--- src/rtl/ttw_mem_arb_if.sv ---
// Walker-request / memory-port signal bundle for ttw_mem_arb.
// The arbiter side uses the master modport; the walkers and memory model use slave.
interface ttw_mem_arb_if #(
   parameter int N_REQ  = 4,
   parameter int IDX_W  = 2,
   parameter int MCN_W  = 40,
   parameter int DATA_W = 512
);
   logic [N_REQ-1:0]       req_i_valid;
   logic [N_REQ-1:0]       req_o_ready;
   logic [N_REQ*MCN_W-1:0] req_i_bits_mcn;
   logic [N_REQ-1:0]       res_o_valid;
   logic [N_REQ-1:0]       res_i_ready;
   logic [DATA_W-1:0]      res_o_bits_data;
   logic                   mem_req_o_valid;
   logic                   mem_req_o_ready;
   logic [IDX_W-1:0]       mem_req_o_bits_idx;
   logic [MCN_W-1:0]       mem_req_o_bits_mcn;
   logic                   mem_res_i_valid;
   logic                   mem_res_i_ready;
   logic [IDX_W-1:0]       mem_res_i_bits_idx;
   logic [DATA_W-1:0]      mem_res_i_bits_data;
   logic                   busy_o;
   logic                   err_o;

   modport master (
      input  req_i_valid, req_i_bits_mcn, res_i_ready, mem_req_o_ready,
             mem_res_i_valid, mem_res_i_bits_idx, mem_res_i_bits_data,
      output req_o_ready, res_o_valid, res_o_bits_data, mem_req_o_valid,
             mem_req_o_bits_idx, mem_req_o_bits_mcn, mem_res_i_ready, busy_o, err_o
   );

   modport slave (
      output req_i_valid, req_i_bits_mcn, res_i_ready, mem_req_o_ready,
             mem_res_i_valid, mem_res_i_bits_idx, mem_res_i_bits_data,
      input  req_o_ready, res_o_valid, res_o_bits_data, mem_req_o_valid,
             mem_req_o_bits_idx, mem_req_o_bits_mcn, mem_res_i_ready, busy_o, err_o
   );
endinterface

--- src/rtl/ttw_mem_arb.sv ---
// Round-robin arbiter of table-walker requesters onto one memory request channel,
// with per-requester outstanding tracking and tag-based response routing.
module ttw_mem_arb #(
   parameter int N_REQ   = 4,
   parameter int IDX_W   = 2,
   parameter int MCN_W   = 40,
   parameter int DATA_W  = 512,
   parameter int MAX_OUT = 2
) (
   input  logic          clock,
   input  logic          reset,
   ttw_mem_arb_if.master bus
);
   localparam int CNT_W = $clog2(MAX_OUT + 1);

   logic              slot_valid_r;
   logic [IDX_W-1:0]  slot_idx_r;
   logic [MCN_W-1:0]  slot_mcn_r;
   logic [IDX_W-1:0]  ptr_r;
   logic [CNT_W-1:0]  cnt_r [N_REQ];
   logic              err_r;

   logic [N_REQ-1:0]  elig_s;
   logic              slot_free_s;
   logic              found_s;
   logic [IDX_W-1:0]  cand_s;
   logic              gnt_vld_s;
   logic [IDX_W-1:0]  gnt_idx_s;
   logic [MCN_W-1:0]  gnt_mcn_s;
   logic [N_REQ-1:0]  gnt_oh_s;
   logic              res_legal_s;
   logic              res_rdy_s;
   logic              res_stray_s;
   logic [N_REQ-1:0]  res_oh_s;
   logic              any_out_s;

   // Requester eligibility: valid and below its outstanding limit
   always_comb begin
      for (int i = 0; i < N_REQ; i++) begin
         elig_s[i] = bus.req_i_valid[i] && (int'(cnt_r[i]) < MAX_OUT);
      end
   end

   // Round-robin pick starting at the pointer; grants only into a free slot
   always_comb begin
      slot_free_s = !slot_valid_r || bus.mem_req_o_ready;
      found_s     = 1'b0;
      cand_s      = {IDX_W{1'b0}};
      gnt_idx_s   = {IDX_W{1'b0}};
      for (int off = 0; off < N_REQ; off++) begin
         cand_s = IDX_W'((int'(ptr_r) + off) % N_REQ);
         if (!found_s && elig_s[cand_s]) begin
            found_s   = 1'b1;
            gnt_idx_s = cand_s;
         end else begin
            found_s   = found_s;
         end
      end
      // reset gating keeps req_o_ready low while the block is held in reset
      gnt_vld_s = found_s && slot_free_s && reset;
      gnt_mcn_s = {MCN_W{1'b0}};
      for (int i = 0; i < N_REQ; i++) begin
         gnt_oh_s[i] = gnt_vld_s && (gnt_idx_s == IDX_W'(i));
         if (gnt_idx_s == IDX_W'(i)) begin
            gnt_mcn_s = bus.req_i_bits_mcn[i*MCN_W +: MCN_W];
         end else begin
            gnt_mcn_s = gnt_mcn_s;
         end
      end
   end

   // Response steering by tag; responses with no matching outstanding request are drained
   always_comb begin
      if (int'(bus.mem_res_i_bits_idx) < N_REQ) begin
         res_legal_s = (cnt_r[bus.mem_res_i_bits_idx] != {CNT_W{1'b0}});
      end else begin
         res_legal_s = 1'b0;
      end
      if (res_legal_s) begin
         res_rdy_s = reset && bus.res_i_ready[bus.mem_res_i_bits_idx];
      end else begin
         res_rdy_s = reset;
      end
      res_stray_s = reset && bus.mem_res_i_valid && !res_legal_s;
      for (int i = 0; i < N_REQ; i++) begin
         res_oh_s[i] = reset && res_legal_s && bus.mem_res_i_valid &&
                       (bus.mem_res_i_bits_idx == IDX_W'(i));
      end
   end

   // Any requester with a request still in flight
   always_comb begin
      any_out_s = 1'b0;
      for (int i = 0; i < N_REQ; i++) begin
         any_out_s = any_out_s || (cnt_r[i] != {CNT_W{1'b0}});
      end
   end

   // Request slot, round-robin pointer and sticky stray-response flag
   always_ff @(posedge clock or negedge reset) begin
      if (!reset) begin
         slot_valid_r <= 1'b0;
         slot_idx_r   <= {IDX_W{1'b0}};
         slot_mcn_r   <= {MCN_W{1'b0}};
         ptr_r        <= {IDX_W{1'b0}};
         err_r        <= 1'b0;
      end else begin
         if (gnt_vld_s) begin
            slot_valid_r <= 1'b1;
            slot_idx_r   <= gnt_idx_s;
            slot_mcn_r   <= gnt_mcn_s;
            ptr_r        <= IDX_W'((int'(gnt_idx_s) + 1) % N_REQ);
         end else if (bus.mem_req_o_ready) begin
            slot_valid_r <= 1'b0;
         end else begin
            slot_valid_r <= slot_valid_r;
         end
         if (res_stray_s) begin
            err_r <= 1'b1;
         end else begin
            err_r <= err_r;
         end
      end
   end

   // Outstanding counters: grant increments, response fire decrements, both cancel
   always_ff @(posedge clock or negedge reset) begin
      if (!reset) begin
         for (int i = 0; i < N_REQ; i++) begin
            cnt_r[i] <= {CNT_W{1'b0}};
         end
      end else begin
         for (int i = 0; i < N_REQ; i++) begin
            case ({gnt_oh_s[i], res_oh_s[i] && res_rdy_s})
               2'b10:   cnt_r[i] <= cnt_r[i] + CNT_W'(1);
               2'b01:   cnt_r[i] <= cnt_r[i] - CNT_W'(1);
               default: cnt_r[i] <= cnt_r[i];
            endcase
         end
      end
   end

   assign bus.req_o_ready        = gnt_oh_s;
   assign bus.res_o_valid        = res_oh_s;
   assign bus.res_o_bits_data    = bus.mem_res_i_bits_data;
   assign bus.mem_req_o_valid    = slot_valid_r;
   assign bus.mem_req_o_bits_idx = slot_idx_r;
   assign bus.mem_req_o_bits_mcn = slot_mcn_r;
   assign bus.mem_res_i_ready    = res_rdy_s;
   assign bus.busy_o             = slot_valid_r || any_out_s;
   assign bus.err_o              = err_r;
endmodule
--- src/flat_wrapper.sv ---
// flat-port wrapper written by rule: the top's interface ports become plain ports
module ttw_mem_arb_flat 
#(
   parameter int N_REQ   = 4,
   parameter int IDX_W   = 2,
   parameter int MCN_W   = 40,
   parameter int DATA_W  = 512,
   parameter int MAX_OUT = 2
)
  (clock, reset, bus_req_i_valid, bus_req_i_bits_mcn, bus_res_i_ready, bus_mem_req_o_ready, bus_mem_res_i_valid, bus_mem_res_i_bits_idx, bus_mem_res_i_bits_data, bus_req_o_ready, bus_res_o_valid, bus_res_o_bits_data, bus_mem_req_o_valid, bus_mem_req_o_bits_idx, bus_mem_req_o_bits_mcn, bus_mem_res_i_ready, bus_busy_o, bus_err_o);
  ttw_mem_arb_if #(.N_REQ(N_REQ), .IDX_W(IDX_W), .MCN_W(MCN_W), .DATA_W(DATA_W)) bus_i ();
  input  logic clock;
  input  logic reset;
  input wire logic [$bits(bus_i.req_i_valid)-1:0] bus_req_i_valid;
  input wire logic [$bits(bus_i.req_i_bits_mcn)-1:0] bus_req_i_bits_mcn;
  input wire logic [$bits(bus_i.res_i_ready)-1:0] bus_res_i_ready;
  input wire logic [$bits(bus_i.mem_req_o_ready)-1:0] bus_mem_req_o_ready;
  input wire logic [$bits(bus_i.mem_res_i_valid)-1:0] bus_mem_res_i_valid;
  input wire logic [$bits(bus_i.mem_res_i_bits_idx)-1:0] bus_mem_res_i_bits_idx;
  input wire logic [$bits(bus_i.mem_res_i_bits_data)-1:0] bus_mem_res_i_bits_data;
  output wire logic [$bits(bus_i.req_o_ready)-1:0] bus_req_o_ready;
  output wire logic [$bits(bus_i.res_o_valid)-1:0] bus_res_o_valid;
  output wire logic [$bits(bus_i.res_o_bits_data)-1:0] bus_res_o_bits_data;
  output wire logic [$bits(bus_i.mem_req_o_valid)-1:0] bus_mem_req_o_valid;
  output wire logic [$bits(bus_i.mem_req_o_bits_idx)-1:0] bus_mem_req_o_bits_idx;
  output wire logic [$bits(bus_i.mem_req_o_bits_mcn)-1:0] bus_mem_req_o_bits_mcn;
  output wire logic [$bits(bus_i.mem_res_i_ready)-1:0] bus_mem_res_i_ready;
  output wire logic [$bits(bus_i.busy_o)-1:0] bus_busy_o;
  output wire logic [$bits(bus_i.err_o)-1:0] bus_err_o;
  assign bus_i.req_i_valid = bus_req_i_valid;
  assign bus_i.req_i_bits_mcn = bus_req_i_bits_mcn;
  assign bus_i.res_i_ready = bus_res_i_ready;
  assign bus_i.mem_req_o_ready = bus_mem_req_o_ready;
  assign bus_i.mem_res_i_valid = bus_mem_res_i_valid;
  assign bus_i.mem_res_i_bits_idx = bus_mem_res_i_bits_idx;
  assign bus_i.mem_res_i_bits_data = bus_mem_res_i_bits_data;
  assign bus_req_o_ready = bus_i.req_o_ready;
  assign bus_res_o_valid = bus_i.res_o_valid;
  assign bus_res_o_bits_data = bus_i.res_o_bits_data;
  assign bus_mem_req_o_valid = bus_i.mem_req_o_valid;
  assign bus_mem_req_o_bits_idx = bus_i.mem_req_o_bits_idx;
  assign bus_mem_req_o_bits_mcn = bus_i.mem_req_o_bits_mcn;
  assign bus_mem_res_i_ready = bus_i.mem_res_i_ready;
  assign bus_busy_o = bus_i.busy_o;
  assign bus_err_o = bus_i.err_o;
  ttw_mem_arb #(.N_REQ(N_REQ), .IDX_W(IDX_W), .MCN_W(MCN_W), .DATA_W(DATA_W), .MAX_OUT(MAX_OUT)) u_core (.clock(clock), .reset(reset), .bus(bus_i));
endmodule
--- config.mk ---
export PLATFORM = sky130hd
export DESIGN_NAME = ttw_mem_arb_flat
export DESIGN_NICKNAME = d
export VERILOG_FILES = /design/src/rtl/ttw_mem_arb_if.sv /design/src/rtl/ttw_mem_arb.sv /design/src/flat_wrapper.sv
export SDC_FILE = /design/constraint.sdc
export NUM_CORES = 1
export LEC_CHECK = 0
export CAP_MARGIN = 30
export CORE_AREA = 2 2 486 488
export CTS_BUF_LIST = sky130_fd_sc_hd__clkbuf_8
export DETAILED_ROUTE_END_ITERATION = 8
export DIE_AREA = 0 0 488 490
export MAX_ROUTING_LAYER = met4
export SYNTH_ARGS = -nofsm -noshare
export SYNTH_HDL_FRONTEND = slang
export SYNTH_SLANG_ARGS = --single-unit
--- constraint.sdc ---
create_clock -name clock -period 7.4 [get_ports clock]
set_input_delay 1.11 -clock clock [delete_from_list [all_inputs] [get_ports clock]]
set_output_delay 1.11 -clock clock [all_outputs]
set_load 0.03 [all_outputs]
==> impl_metrics.toml, run 1 <==
[status]
status = "completed"

[route]
wl_mm = 150
vias = 6160
wl_per_cell_um = 39.1
drtPass1Iterations = 5
antenna_left = 0
post_drt_via_cell_ratio = 1.60
remaining_drc_errors = 0
first_iter_violations = 637

[worst_setup_path]
path_class = "in -> out"
start_kind = "input port"
worst_ep_arrival_time_ns = 3.98
crit_fanout = 24
end_kind = "output port"
reg2regPathDepth = 9
required_ns = 6.29

[power]
powerDensity_mw_per_mm2 = 300
p_leak_nw = 2.37
peakVddDrop_mv = 0.269

[final_layout]
synthToLayoutAreaGrowth_pct = 34.9
seqCellArea_mm2 = 0.00135
multi_input_area_mm2 = 0.00220
drive_above_1_share_pct = 4.64
nFillCells = 27767
final_nets = 1318
stdcell_count = 3844
utilization_pct = 4.32

[die]
core_mm2 = 0.234
die_w_um = 488
pin_count = 1252
fp-row-count = 178
initial_core_util_pct = 3.20
die_h_um = 490
die_area_mm2 = 0.239

[yosys]
async_reset_ff_share_pct = 100
ys.flop_type = "dfrtp_1"
ys_types = 36
yosysTopAreaCell = "buf_4"
yosys-top-cells-area = "buf_4 (51%), dfrtp_1 (18%), o32a_1 (5.2%), a221oi_1 (4.6%), nand2_1 (4.4%)"
syn_inst = 936
netlist_area_mm2 = 0.00750
yosys_warnings = 0
syn_area_per_cell_um2 = 8.01
synth_top_area_share_pct = 51.3
synth.net_count = 1630
synth-seq-cells = 54
yosysMostFrequentCell = "buf_4"
synth_edf_count = 0
synth.yosys.seq_area_share_pct = 18.0
synthTopCellsByCount = "buf_4 (512), nand2_1 (87), dfrtp_1 (54), nor2b_1 (46), nor3_1 (42)"

[global_route]
grt_usage_pct = 12.5
grt_max_degree = 60
grt_overflow_total = 0
grt_pass1_wl_mm = 164
grt_antenna_before_repair = 110
grt_pass1_vias = 5818

[clocking]
clk-insertion-delay-late_ns = 0.45
cts_tree = "yes"
numCtsBuffers = 5
cts_buffer_depth = 2
path_clk_slew_ns = 0.18
cts-root-buf = "clkbuf_8"
htree_levels = 2
cts_num_sinks = 54
hold_buffers = 0
postCtsSetupRepairBufs = 0
post_cts_resized = 0

[sta]
period_needed_ns = 5.09
setup_tns_ns = 0
grt_setup_unrepaired = "false"
setup_viol = 0
max_freq_mhz = 196
timing_hold_violations_final = 0
slew_headroom_pct = 20.9
timing.final.crit_share_pct = 68.8
worstMarginPinSlew_ns = 1.18
slew_viol_final = 0
skew_ns = 0.0203

[job]
drv_cap = 0

[place]
portBuffers = 227
place.gp.congestion = 0.849
dpl.hpwl_mm = 142
dp.cells = 3767

[worst_hold_path]
min_path_cells = 1
hold_class = "reg -> reg"
-- placed cells by master, fill, tap and decap left out, types with 2 or more instances in the layout --
cell type        instances
a21oi_1                  3
clkbuf_8                 5
nor3_1                  40
nand2_1                 87
and2_1                   8
inv_1                    2
nand3_1                  2
nor2_1                  10
buf_4                    8
a2bb2oi_1                2
nand2b_1                 4
dfrtp_1                 54
mux4_2                   2
ha_1                     5
xnor2_1                  8
a221oi_1                39
nor3_2                   2
nor2b_1                 45
diode_2                 69
clkdlybuf4s50_1        226
ha_4                     3
o32a_1                  39
xor2_1                   4
o21ai_0                  8
-- state kept, by name (all words and copies together) (netlist names) --
name	flops
u_core.bus.mem_req_o_valid	1
u_core.cnt_r	8
u_core.bus.err_o	1
u_core.bus.mem_req_o_bits_idx	2
u_core.ptr_r	2
u_core.bus.mem_req_o_bits_mcn	40
-- stage by stage --
step           hold slack [ns]  instance area [µm²]  total power, mW  setup WS (ns)
3_3_place_gp             0.482                 9810             2.70           1.75
4_1_cts                  0.505                 9940             3.08           2.32
5_1_grt                  0.537                10100             3.18           2.20
3_5_place_dp             0.486                 9820             2.76           1.85
2_1_floorplan            0.464                 7500             2.21           3.41
6_report                 0.520                10100             3.03           2.31
-- final timing paths --
path | start | to | slack [ns]
max | bus_req_i_valid[0] | bus_req_o_ready[3] | 2.31
min | u_core.bus.mem_req_o_bits_mcn[1] | u_core.bus.mem_req_o_bits_mcn[1] | 0.52
max reg2reg | u_core.cnt_r[7] | u_core.bus.mem_req_o_bits_mcn[3] | 2.92
min reg2reg | u_core.bus.mem_req_o_bits_mcn[1] | u_core.bus.mem_req_o_bits_mcn[1] | 0.52
max in group asynchronous | reset | u_core.bus.mem_req_o_bits_mcn[19] | 5.79
min in group asynchronous | reset | u_core.bus.mem_req_o_bits_mcn[39] | 0.57
-- worst max-delay path, stage by stage --
cell and delay [ns]:
clkdlybuf4s50_1 0.45, nor2b_1 0.39, a21oi_1 0.11, o21ai_0 0.53, inv_1 0.24, ha_4 0.35
and2_1 0.21, clkdlybuf4s50_1 0.58
-- layer usage --
metal,track usage [%],part of all wire [%],vias up,routed length [µm]
met4,5.67,5.5,0,8220
met1,4.18,12,2548,17500
met5,-,0,-,0
li1,-,-,2085,-
met2,18.3,42,1160,63700
met3,22.5,40,367,60800
-- where the power goes --
group          internal [mW]  switching [mW]
clock network          0.104           0.191
logic                  0.794            1.37
registers              0.443           0.127
-- layout make-up --
class                   count  area share [%]
multi-input cells         327            21.8
well taps                3150            39.0
clock buffers               5           0.680
repair buffers            234            23.0
clock inverters             3           0.470
flip-flops and latches     54            13.4
diodes                     69            1.71
inverters                   2          0.0742
-- cells by family after synthesis --
kind of cell,count (synthesis),synth area share (%)
adders and majority gates,8,1.34
and+or+nand+nor,206,13.3
xor gates and xnor gates,12,1.40
buffers and inverters,555,53.5
muxes,3,0.751
AOI/OAI and AO/OA,98,11.7
DFF,54,18.0
(Power assumes the default switching activity.)
==> run 2: changes to the inputs <==
--- a/config.mk
+++ b/config.mk
@@ -6,10 +6,10 @@
 export NUM_CORES = 1
 export LEC_CHECK = 0
 export CAP_MARGIN = 30
-export CORE_AREA = 2 2 486 488
+export CORE_AREA = 2 2 488 490
 export CTS_BUF_LIST = sky130_fd_sc_hd__clkbuf_8
 export DETAILED_ROUTE_END_ITERATION = 8
-export DIE_AREA = 0 0 488 490
+export DIE_AREA = 0 0 490 492
 export MAX_ROUTING_LAYER = met4
 export SYNTH_ARGS = -nofsm -noshare
 export SYNTH_HDL_FRONTEND = slang
==> constraint.sdc (replaced) <==
create_clock -name clock -period 4.4 [get_ports clock]
set_input_delay 0.66 -clock clock [delete_from_list [all_inputs] [get_ports clock]]
set_output_delay 0.66 -clock clock [all_outputs]
set_load 0.03 [all_outputs]
==> impl_metrics.toml, run 2 (synthesis gave the netlist of run 1 again) <==
[power]
switchingPower_mw = 2.76
power.share.combinational_pct = 72.6
p_total_mw = 5.05
power.internal_mw = 2.29
p_seq_share_pct = 19.7
clkPwrFrac_pct = 7.7
peakVddDrop_mv = 0.296
swShare_pct = 54.7
powerDensity_mw_per_mm2 = 497
p_leak_nw = 2.43

[sta]
max_freq_mhz = 249
timing.final.crit_share_pct = 91.4
timing_hold_violations_final = 0
holdWs_ns = 0.246
period_needed_ns = 4.02
slew_headroom_pct = 36.1
setup_viol = 0
slew_viol_final = 0
grt_setup_unrepaired = "false"
finalWorstSetupSlack_ns = 0.380
skew_ns = 0.0351
setup_tns_ns = 0
worstMarginPinSlew_ns = 0.959

[clocking]
htree_levels = 2
cts_tree = "yes"
cts_buffer_depth = 2
cts-root-buf = "clkbuf_8"
cts_num_sinks = 54
post_cts_resized = 0
hold_buffers = 0
postCtsSetupRepairBufs = 0
path_clk_slew_ns = 0.12
clk-insertion-delay-late_ns = 0.42
numCtsBuffers = 5

[global_route]
grt_pass1_vias = 5943
grt_antenna_before_repair = 108
grt_usage_pct = 14.5
grt_max_degree = 51
grt_pass1_wl_mm = 192
grt_overflow_total = 0

[worst_setup_path]
required_ns = 3.74
start_kind = "input port"
worst_ep_arrival_time_ns = 3.36
path_class = "in -> out"
crit_fanout = 43
end_kind = "output port"

[route]
drtPass1Iterations = 4
wl_mm = 176
first_iter_violations = 397
wl_per_cell_um = 45.6
remaining_drc_errors = 0
vias = 6078
antenna_left = 0
post_drt_via_cell_ratio = 1.57

[die]
die_h_um = 492
core_mm2 = 0.236
pin_count = 1252
fp-row-count = 179
die_w_um = 490
die_area_mm2 = 0.241
initial_core_util_pct = 3.17

[final_layout]
synthToLayoutAreaGrowth_pct = 35.6
final_common_cell = "clkdlybuf4s50_1"
stdcell_area_mm2 = 0.0102
drive_above_1_share_pct = 6.92
final_nets = 1329
largest_reg_flops = 40
final_cell_mix = "clkdlybuf4s50_1 (220), nand2_1 (87), dfrtp_1 (54)"

[place]
dp_slack_ns = 0.0220
place.gp.congestion = 0.818
dpl_cell_area_mm2 = 0.00993
dpl.hpwl_mm = 169
portBuffers = 227

[status]
status = "completed"

[worst_hold_path]
hold_class = "in -> async"

[job]
drv_cap = 0
run 2: cell count changes in the layout (fill, tap and decap cells not counted), sizes merged:
cell,previous run,this run
buf,8,25
clkinvlp,0,1
clkbuf,5,6
diode,69,58
inv,3,2
bufinv,1,0
clkdlybuf4s50,226,220
run 2: worst max-delay path: stages:
cell,delay (ns)
clkdlybuf4s50_1,0.46
nor2b_1,0.40
a21oi_1,0.14
o21ai_0,0.44
ha_2,0.32
buf_4,0.50
and2_1,0.23
buf_4,0.17
run 2: worst paths after layout:
path,from,endpoint,slack [ns],cells after the start
max,bus_req_i_valid[0],bus_req_o_ready[1],0.38,8
min,reset,u_core.cnt_r[5],0.25,1
max reg2reg,u_core.cnt_r[7],u_core.bus.mem_req_o_bits_mcn[22],0.68,9
min reg2reg,u_core.bus.err_o,u_core.bus.err_o,0.49,1
max in group asynchronous,reset,u_core.bus.mem_req_o_bits_mcn[8],3.06,3
min in group clock,u_core.bus.err_o,u_core.bus.err_o,0.49,1
run 2: area by class of cell:
type                    count  area, µm²
diodes                     58        145
clock buffers               6       82.6
clock inverters             2       12.5
fillers                 27978     226000
inverters                   2       7.51
multi-input cells         327       2180
flip-flops and latches     54       1350
well taps                3167       3960
repair buffers            245       2430
run 2: per-stage QoR:
stage | std cells | utilization [%]
floorplan | 936 | -
global placement | 3794 | 4.19
detailed placement | 3795 | 4.20
CTS | 3803 | 4.24
global route | 3860 | 4.30
finish | 3861 | 4.30
run 2: power groups by stage:
stage                     Sequential (mW)  Clock, mW  Combinational, mW
after floorplan                      1.30          0               2.42
after global placement               1.00          0               3.70
after detailed placement             1.01          0               3.77
after CTS                            1.00      0.431               3.78
after global routing                 1.02      0.436               3.94
final                               0.995      0.390               3.66
run 2: metal layers:
layer	up-vias	share of wire, %	global-route usage, %
li1	2094	-	-
met1	2428	11	4.70
met2	1261	47	23.6
met3	295	39	25.5
met4	0	2.7	3.18
met5	-	0	-
